<file path="src/rtl/timer_digit_entry.sv">
// Keypad front-end for the microwave timer: shifts decimal key presses into an MM:SS BCD
// buffer, validates it, and hands it to the down-counter chain with a one-cycle loadn strobe.
//
// state  | meaning
// IDLE   | buffer empty, waiting for the first digit
// ENTRY  | one or more digits held, editable
// LOAD   | loadn driven low for this single cycle
// LOCKED | counters own the digits; wait for timer_running to fall
module timer_digit_entry #(
  parameter int NUM_DIGITS = 4
) (
  input  logic                    clock,
  input  logic                    reset,
  input  logic [9:0]              keypad,
  input  logic                    clear_key,
  input  logic                    start_key,
  input  logic                    timer_running,
  output logic [4*NUM_DIGITS-1:0] digits,
  output logic                    loadn,
  output logic                    entry_valid,
  output logic                    key_error
);

  localparam int DW = 4 * NUM_DIGITS;
  localparam int CW = $clog2(NUM_DIGITS + 1);
  localparam logic [CW-1:0] FULL = CW'(NUM_DIGITS);

  typedef enum logic [1:0] {IDLE, ENTRY, LOAD, LOCKED} state_t;

  state_t          state_q, state_d;
  logic [DW-1:0]   digits_q, digits_d;
  logic [CW-1:0]   count_q, count_d;
  logic            loadn_q, loadn_d;
  logic            key_error_q, key_error_d;
  logic [9:0]      kp_q, kp_d, kp_prev_q, kp_prev_d;
  logic            clr_q, clr_d, clr_prev_q, clr_prev_d;
  logic            st_q, st_d, st_prev_q, st_prev_d;
  logic            tr_q, tr_d;

  logic            kp_event, clr_event, st_event, tr_fall;
  logic            valid;

  function automatic logic [3:0] key_to_bcd(input logic [9:0] k);
    logic [3:0] b;
    b = 4'd0;
    for (int i = 0; i < 10; i++) begin
      if (k[i]) b = 4'(i);
    end
    return b;
  endfunction

  assign valid = (count_q != '0) && (digits_q != '0) && (digits_q[7:4] <= 4'd5);

  always_comb begin
    // Keypad keys form one group: a new digit event needs every digit key released.
    kp_event  = (kp_q != '0) && (kp_prev_q == '0);
    clr_event = clr_q & ~clr_prev_q;
    st_event  = st_q & ~st_prev_q;
    tr_fall   = tr_q & ~timer_running;

    state_d     = state_q;
    digits_d    = digits_q;
    count_d     = count_q;
    loadn_d     = 1'b1;
    key_error_d = 1'b0;
    kp_d        = keypad;
    kp_prev_d   = kp_q;
    clr_d       = clear_key;
    clr_prev_d  = clr_q;
    st_d        = start_key;
    st_prev_d   = st_q;
    tr_d        = timer_running;

    case (state_q)
      IDLE, ENTRY: begin
        if (clr_event) begin
          digits_d = '0;
          count_d  = '0;
          state_d  = IDLE;
        end else if (!timer_running) begin
          if (st_event) begin
            if (state_q == ENTRY && valid) begin
              state_d = LOAD;
              loadn_d = 1'b0;
            end else begin
              key_error_d = 1'b1;
            end
          end else if (kp_event) begin
            if (!$onehot(kp_q)) begin
              key_error_d = 1'b1;
            end else if (count_q < FULL) begin
              digits_d = {digits_q[DW-5:0], key_to_bcd(kp_q)};
              count_d  = count_q + CW'(1);
              state_d  = ENTRY;
            end
          end
        end
      end
      LOAD: begin
        state_d = LOCKED;
      end
      LOCKED: begin
        if (tr_fall) begin
          digits_d = '0;
          count_d  = '0;
          state_d  = IDLE;
        end
      end
      default: begin
        state_d = IDLE;
      end
    endcase
  end

  always_ff @(posedge clock) begin
    if (reset) begin
      state_q     <= IDLE;
      digits_q    <= '0;
      count_q     <= '0;
      loadn_q     <= 1'b1;
      key_error_q <= 1'b0;
      kp_q        <= '0;
      kp_prev_q   <= '0;
      clr_q       <= 1'b0;
      clr_prev_q  <= 1'b0;
      st_q        <= 1'b0;
      st_prev_q   <= 1'b0;
      tr_q        <= 1'b0;
    end else begin
      state_q     <= state_d;
      digits_q    <= digits_d;
      count_q     <= count_d;
      loadn_q     <= loadn_d;
      key_error_q <= key_error_d;
      kp_q        <= kp_d;
      kp_prev_q   <= kp_prev_d;
      clr_q       <= clr_d;
      clr_prev_q  <= clr_prev_d;
      st_q        <= st_d;
      st_prev_q   <= st_prev_d;
      tr_q        <= tr_d;
    end
  end

  assign digits      = digits_q;
  assign loadn       = loadn_q;
  assign entry_valid = valid;
  assign key_error   = key_error_q;

endmodule

</file>
<file path="config.mk">
export PLATFORM = sky130hd
export DESIGN_NAME = timer_digit_entry
export DESIGN_NICKNAME = d
export VERILOG_FILES = /design/src/rtl/timer_digit_entry.sv
export SDC_FILE = /design/constraint.sdc
export NUM_CORES = 1
export LEC_CHECK = 0
export BUFFER_PORTS_ARGS = -buffer_cell sky130_fd_sc_hd__buf_2
export CORE_MARGIN = 3
export CORE_UTILIZATION = 46
export CTS_CLUSTER_SIZE = 40
export DETAILED_ROUTE_END_ITERATION = 10
export GPL_TIMING_DRIVEN = 0
export HOLD_SLACK_MARGIN = 0.1
export PLACE_DENSITY = 0.67
export SLEW_MARGIN = 5
export SYNTH_ARGS = -nofsm -noshare
export SYNTH_HDL_FRONTEND = slang
export SYNTH_SLANG_ARGS = --single-unit
</file>
<file path="constraint.sdc">
create_clock -name clock -period 4.68 [get_ports clock]
set_input_delay 0.468 -clock clock [delete_from_list [all_inputs] [get_ports clock]]
set_output_delay 0.468 -clock clock [all_outputs]
set_load 0.02 [all_outputs]
</file>
# ---- Word-level counts from Yosys, hierarchy flattened
# Cells that the tools add are included.
dict set report op_classes {
  n_addsub 10
  n_mul 0
  div_mod_pow 0
  order_cmp 2
  n_eq_ne 14
  n_shift 0
  muxes 38
  n_bitwise 8
  n_reduce_logical 15
}
# operator n
set ops {}
lappend ops {{$mux 16} 7}
lappend ops {{$mux 4} 8}
lappend ops {{$pmux 16 s2} 1}
lappend ops {{$mux 3} 7}
lappend ops {{$mux 2} 8}
lappend ops {{$ne 4x4->1 const B} 4}
lappend ops {{$reduce_bool 16->1} 1}
lappend ops {{$ne 3x3->1 const B} 5}
lappend ops {{$add 1x1->2} 5}
lappend ops {{$logic_not 10->1} 1}
lappend ops {{$reduce_bool 10->1} 1}
lappend ops {{$reduce_and 7->1} 1}
lappend ops {{$add 2x2->3} 2}
lappend ops {{$pmux 2 s3} 1}
lappend ops {{$pmux 3 s2} 1}
lappend ops {{$reduce_and 6->1} 1}
lappend ops {{$mux 1} 5}
lappend ops {{$not 1->1} 5}
lappend ops {{$reduce_or 5->1} 1}
lappend ops {{$add 3x3->4} 1}
lappend ops {{$add 4x2->4} 1}
lappend ops {{$eq 2x2->1 const B} 2}
lappend ops {{$eq 4x1->1 const B} 1}
lappend ops {{$le 4x3->1 const B} 1}
lappend ops {{other kinds (11)} 16}
dict set report totals {
  ff_bits 48
  latchBits 0
  ram_bits 0
  rom_bits 0
  inputBits 15
  output_inout_bits 19
  word_cells 99
  memories 0
}

# ---- Logic depth before layout (Yosys ltp)
# Gate-level depths: netlist (run 1).
dict set report depth {
  depth_word 16
  ltp_mapped 15
  depth_no_buf 13
}

# ---- Worst setup path after synthesis (run 1)
# Ideal clock, no wire load.
dict set report synth_timing {
  path_type {reg-to-reg}
  startpoint {register kp_q[0] (netlist: kp_prev_d[0])}
  endpoint {register digits_q[10] (netlist: digits[10])}
  setup_ps 72
  arrival_time_ps 3755
  t_required_ps 4608
  slack_ps 853
  path_stages_with_launch 16
  path_buffers 2
  period_less_slack_ps 3827
  path_cell_list {dfxtp_1 -> fa_1 -> fa_1 -> inv_1 -> fa_1 -> inv_1 -> ha_1 -> inv_1 -> fa_1 -> a2111o_1 -> a21oi_2 -> and4b_4 -> o21a_1 -> buf_6 -> buf_12 -> mux2i_1}
}
dict set report synth_via {
  elab_chain_len 7
  word_cells_on_any_way 10
  classes_between {4 x add/sub; 3 x eq/ne; 3 x reduce/logical}
}
# item line_no
set synth_lines {}
lappend synth_lines {{from (decl)} 35} ;# logic [9:0] kp_q, kp_d, kp_prev_q, kp_prev_d;
lappend synth_lines {{from (signal assigned)} 135} ;# kp_q <= kp_d;
lappend synth_lines {{$add 1x1->2 (implied by the code)} 89} ;# if (!$onehot(kp_q)) begin
lappend synth_lines {{$add 2x2->3 (implied by the code)} 89}
lappend synth_lines {{$add 3x3->4 (implied by the code)} 89}
lappend synth_lines {{$add 4x2->4 (implied by the code)} 89}
lappend synth_lines {{$eq 4x1->1} 89}
lappend synth_lines {{$ne 3x3->1 (no line)} -}
lappend synth_lines {{$reduce_and 7->1 (no line) *} -}
lappend synth_lines {{to (signal assigned)} 131} ;# digits_q <= digits_d;
lappend synth_lines {{to (decl)} 31} ;# logic [DW-1:0] digits_q, digits_d;
# Every way passes the cells marked *; elsewhere a longest branch is shown, timed or not.
# A chain may end at the register's enable or synchronous reset.

# ---- Worst setup path in the final report (run 1)
dict set report layout_timing {
  startpoint {register kp_q[7] (netlist: kp_prev_d[7])}
  endpoint {register digits_q[11] (netlist: digits[11])}
}
# Same word-level chain as after synthesis.

==> results of run 1 <==
final cells by class:
class | instances | area (um^2)
repair buffers | 33 | 165
clock buffers | 6 | 72.6
clock inverters | 2 | 35.0
fillers | 397 | 1770
well taps | 50 | 62.6
flip-flops and latches | 48 | 961
multi-input cells | 141 | 1020
inverters | 18 | 67.6
plain buffers | 8 | 53.8
power by group through the flow:
stage	clock network (mW)	logic, mW	registers [mW]
after global placement	0	0.155	0.450
after floorplan	0	0.117	0.451
after detailed placement	0	0.157	0.451
final	0.291	0.157	0.441
after global routing	0.314	0.179	0.444
after CTS	0.299	0.159	0.441
worst register-to-register path, cell delays in order (launching register included):
cell and delay [ns]:
dfxtp_1 0.43, fa_1 0.46, fa_1 0.50, inv_1 0.05, fa_1 0.42, inv_1 0.06, ha_1 0.16, inv_1 0.05
fa_1 0.37, a2111o_1 0.41, a21oi_2 0.19, and4b_4 0.29, o21a_1 0.13, buf_6 0.18, buf_12 0.16, mux2i_1 0.18
cell families after synthesis:
| kind of cell | Yosys count |
|---|---|
| adder cells (fa/ha/maj) | 11 |
| AND/OR/NAND/NOR | 93 |
| buffers and inverters | 26 |
| flip-flops | 48 |
| multiplexers | 17 |
| AO/OA/AOI/OAI | 20 |
worst max-delay path by stage:
stage | startpoint | to
2_1_floorplan | kp_prev_d[0] | digits[10]
3_3_place_gp | kp_prev_d[7] | digits[8]
3_5_place_dp | kp_prev_d[7] | digits[13]
4_1_cts | kp_prev_d[3] | digits[13]
5_1_grt | kp_prev_d[7] | digits[13]
6_report | kp_prev_d[7] | digits[11]
state kept, by name, summed over array words and instances, names as in the netlist:
register,count
key_error,1
loadn,1
clr_prev_d,1
st_prev_q,1
kp_prev_d,10
tr_q,1
state_q,2
clr_prev_q,1
count_q,3
kp_prev_q,10
st_prev_d,1
digits,16
per-layer routing:
layer  vias up  routed length [um]
li1        784                   -
met1       709                1980
met2        34                1810
met3         7                 193
met4         0                  85
met5         -                   0
layout by cell type (no fill, tap or decap), types with 2 or more instances in the layout:
master    Yosys  layout
a21oi_1       3       3
and4_1        2       2
buf_2         0      33
clkbuf_1      6       7
clkbuf_8      0       5
dfxtp_1      48      48
fa_1          6       6
ha_1          5       5
inv_1        18      18
mux2i_1      17      17
nand2_1      20      20
nand2b_1     21      21
nand3b_1      2       2
nor2_1       13      13
nor2b_1      22      22
nor3_1        2       2
nor4_1        6       6
o21ai_0       4       4
==> out/results.ini, run 1 <==
[clock_network]
cts_tree=yes
cts_max_path_buffers=2
clockRootBuffer=clkbuf_8
cts.clk_slew.worst_paths_ns=0.09
htreeDepth=2
ctsHoldBuffers=0
post_cts_buffers=0
cts_resized=0
cts_buffers=5
clock_sinks=48
clk_latency_ns=0.30

[synthesis]
synth_top_area_share_pct=45.8
syn_nets=241
yosys-top-cells-area=dfxtp_1 (46%), mux2i_1 (8.1%), nor2b_1 (6.6%)
synth_top_cell_by_area=dfxtp_1
synth_most_common_cell=dfxtp_1
syn_avg_cell_area_um2=9.77
synth_compound_area_share_pct=6.85
synth_seq_cells=48
synthXorXnorAreaFrac_pct=0
synth_top_family_by_area=simple AND/OR/NAND/NOR gates
async_flop_share_pct=0
synth_flop_cell=dfxtp_1
netlist-cell-type-count=36
netlist_area_um2=2100
yosysWarnings=0
synth-adder-area-share_pct=8.70
yosys.area_share.simple_pct=24.8
netlist_instances=215
synth_enable_flop_cells=0
ys_seq_area_share_pct=45.8
ys_top_cells_by_count=dfxtp_1 (48), nor2b_1 (22), nand2b_1 (21), nand2_1 (20), inv_1 (18)
muxShareOfSynthArea_pct=8.10

[drt]
antenna_left=0
via_per_inst=5.01
wl_per_cell_um=13.3
drc_errors=0
totalWireLength_mm=4.07
first_iter_violations=51
vias=1534
firstDrtPassIters=4

[sta]
finalSetupViolCount=0
fin_ws_ns=0.548
hold_viol_final=0
finalSetupTns_ns=0
max_freq_mhz=242
worstMarginPinSlew_ns=0.640
slew_violations=0
slew_headroom_pct=57.2
fin_crit_sh_pct=88.3
holdWs_ns=0.368
finalClockSkew_ns=0.00741
min_period_ns=4.13
rsz0062_at_grt=false

[setup_path]
cp_max_fo=10
cpMostUsedCell=fa_1
cp_slowest_stage_delay_ns=0.50
cp_num_cells=15
path_class=register to register
worstPathBufferInverterCount=5
cp-start-kind=register
critPathCaptureType=register
path_cells=fa_1, fa_1, inv_1, fa_1, inv_1, ha_1, inv_1, fa_1, a2111o_1, a21oi_2, and4b_4, o21a_1, buf_6, buf_12, mux2i_1
rrSetupSlack_ns=0.55
r2r-start=kp_prev_d[7]
critical_path.reg2reg.endpoint=digits[11]
worstRegToRegCells=15
cpMaxStageDelayCell=fa_1
cp.required_ns=4.92
cp.arrival_ns=4.37
crit_family=adder cells

[floorplan]
die-height_um=73.6
initial_utilization_pct=50.0
die_w_um=73.6
num_rows=23
num_io_pins=34
dieArea_um2=5410
core-area_um2=4200

[hold_path]
hold_start=keypad[7]
hp-class=input port to register
min_to=kp_prev_d[7]
hold_depth=2

[pwr]
leakage_nw=1.03
cellPowerDensity_nw_per_um2=365
power.total_uw=889
p_clk_share_pct=32.7
p_comb_share_pct=17.7
p_sw_uw=232
vdd_drop_max_uv=247
seqPwrFrac_pct=49.6
p_int_uw=657
netSwitchingFraction_pct=26.1

[cells_and_area]
layout.cells.non_filler=306
antenna_cells=0
final_util_pct=58.0
drive_gt1_share_pct=18.4
layout.nets=281
synthToLayoutAreaGrowth_pct=16.0
final_area_um2=2430

[global_route]
grt_max_degree=15
grt_pass1_vias=1488
grt-busiest-layer=met2
met2_usage_pct=25.8
use_met3_pct=3.69
grt_pass1_wl_mm=6.90
grt_util_all_layers_pct=17.0
use_met1_pct=22.8
antenna_found_initial=0
grt_overflow=0

[place]
dp_cells=298
pre_cts_ws_ns=0.573
dpl_cell_area_um2=2330
hpwl_mm=3.04
gp_congestion=0.810
numPortBuffers=33

[run_status]
status=completed

[run]
maxCapViolations=0

No activity file was read; power rests on OpenSTA's default activity.
==> run 2, diff against run 1 <==
- RECOVER_POWER: unset -> 50
==> out/results.ini, run 2 (synthesized netlist as in run 1, its figures left out) <==
[run_status]
status=completed

[setup_path]
cp.required_ns=4.92  ; about the same
cp-start-kind=register
path_class=register to register
rrSetupSlack_ns=0.55  ; about the same
worstRegToRegCells=15  ; unchanged
cp.arrival_ns=4.37  ; about the same
cp_max_fo=10  ; unchanged
critPathCaptureType=register

[clock_network]
cts_resized=0  ; unchanged
cts_tree=yes
htreeDepth=2  ; unchanged
post_cts_buffers=0  ; unchanged
cts.clk_slew.worst_paths_ns=0.09  ; about the same
clockRootBuffer=clkbuf_8
cts_max_path_buffers=2  ; unchanged
clk_latency_ns=0.30  ; about the same
cts_buffers=5  ; unchanged
ctsHoldBuffers=0  ; unchanged
clock_sinks=48  ; unchanged

[drt]
drc_errors=0  ; unchanged
via_per_inst=5.00  ; -0.20%
firstDrtPassIters=4  ; unchanged
totalWireLength_mm=4.08  ; +0.29%
wl_per_cell_um=13.3  ; +0.29%
first_iter_violations=51  ; unchanged
antenna_left=0  ; unchanged
vias=1531  ; -0.20%

[place]
hpwl_mm=3.04  ; unchanged
gp_congestion=0.810  ; unchanged
numPortBuffers=33  ; unchanged
pre_cts_ws_ns=0.573  ; unchanged

[pwr]
vdd_drop_max_uv=247  ; about the same
leakage_nw=0.995  ; -3.1%
cellPowerDensity_nw_per_um2=367  ; +0.40%

[cells_and_area]
synthToLayoutAreaGrowth_pct=15.5
final_cell_mix=dfxtp_1 (48), buf_2 (25), nor2b_1 (22), nand2b_1 (21), nand2_1 (20)
largest_reg_flops=16  ; unchanged
seq_area_um2=961  ; unchanged
fillCellCount=397  ; unchanged
layout.nets=281  ; unchanged
final_common_cell=dfxtp_1
antenna_cells=0  ; unchanged
multi_input_area_um2=1020  ; unchanged
final_util_pct=57.7  ; -0.24 points
drive_gt1_share_pct=15.2  ; -3.1 points

[sta]
holdWs_ns=0.368  ; +0.0000230 ns
slew_violations=0  ; unchanged
min_period_ns=4.13  ; -0.000671 ns
fin_ws_ns=0.549  ; +0.000671 ns
finalSetupViolCount=0  ; unchanged
max_freq_mhz=242  ; about the same
hold_viol_final=0  ; unchanged
slew_headroom_pct=57.1  ; -0.084 points
fin_crit_sh_pct=88.3  ; about the same
finalSetupTns_ns=0  ; unchanged
worstMarginPinSlew_ns=0.641  ; +0.00126 ns
finalClockSkew_ns=0.00739  ; -0.0000210 ns
rsz0062_at_grt=false

[global_route]
grt_overflow=0  ; unchanged
grt_util_all_layers_pct=17.0  ; unchanged
use_met1_pct=22.8  ; unchanged
met2_usage_pct=25.8  ; unchanged
antenna_found_initial=0  ; unchanged
grt-busiest-layer=met2
grt_max_degree=15  ; unchanged
grt_pass1_vias=1488  ; unchanged
grt_pass1_wl_mm=6.90  ; unchanged
use_met3_pct=3.69  ; unchanged

[floorplan]
core-area_um2=4200  ; unchanged
die_w_um=73.6  ; unchanged
dieArea_um2=5410  ; unchanged
num_rows=23  ; unchanged
num_io_pins=34  ; unchanged
initial_utilization_pct=50.0  ; unchanged
die-height_um=73.6  ; unchanged

[hold_path]
hp-class=input port to register
hold_depth=2  ; unchanged

[run]
maxCapViolations=0  ; unchanged

run 2: cell count changes in the layout (fill, tap and decap cells not counted), sizes merged:
cell | before | now
buf | 35 | 27
clkbuf | 12 | 20
run 2: through the flow:
step | area, um^2 | std cells | power (mW)
floorplan | 2100 | 215 | 0.568
global placement | 2330 | 298 | 0.605
detailed placement | 2330 | 298 | 0.608
CTS | 2430 | 306 | 0.899
global route | 2420 | 306 | 0.936
finish | 2420 | 306 | 0.889
run 2: layer usage:
metal  up-vias  wire length [um]
li1        784                 -
met3         7               195
met5         -                 0
met4         0                85
met1       706              2000
met2        34              1800
run 2: final cells by class:
type                    instances  area share (%)
flip-flops and latches         48            39.6
multi-input cells             141            42.0
plain buffers                   8            2.22
clock buffers                   6            2.99
repair buffers                 33            6.40
well taps                      50            2.58
inverters                      18            2.79
clock inverters                 2            1.44
run 2: worst paths after layout:
path                 from           end
max          kp_prev_d[7]    digits[11]
min             keypad[7]  kp_prev_d[7]
max reg2reg  kp_prev_d[7]    digits[11]
min reg2reg     st_prev_d     st_prev_q
run 2: report_power, final:
group / switching, mW / internal (mW) / total [mW] / leakage [nW]
Combinational: 0.0844 / 0.0724 / 0.157 / 0.547
Sequential: 0.0152 / 0.426 / 0.441 / 0.393
Clock: 0.132 / 0.159 / 0.291 / 0.0552
Total: 0.232 / 0.657 / 0.889 / 0.995
run 2: critical path, cell delays in order, from the launching register on:
cell and delay, ns:
dfxtp_1 0.43, fa_1 0.46, fa_1 0.50, inv_1 0.05
fa_1 0.42, inv_1 0.06, ha_1 0.16, inv_1 0.05
fa_1 0.37, a2111o_1 0.41, a21oi_2 0.19, and4b_4 0.29
o21a_1 0.13, buf_6 0.18, buf_12 0.16, mux2i_1 0.18
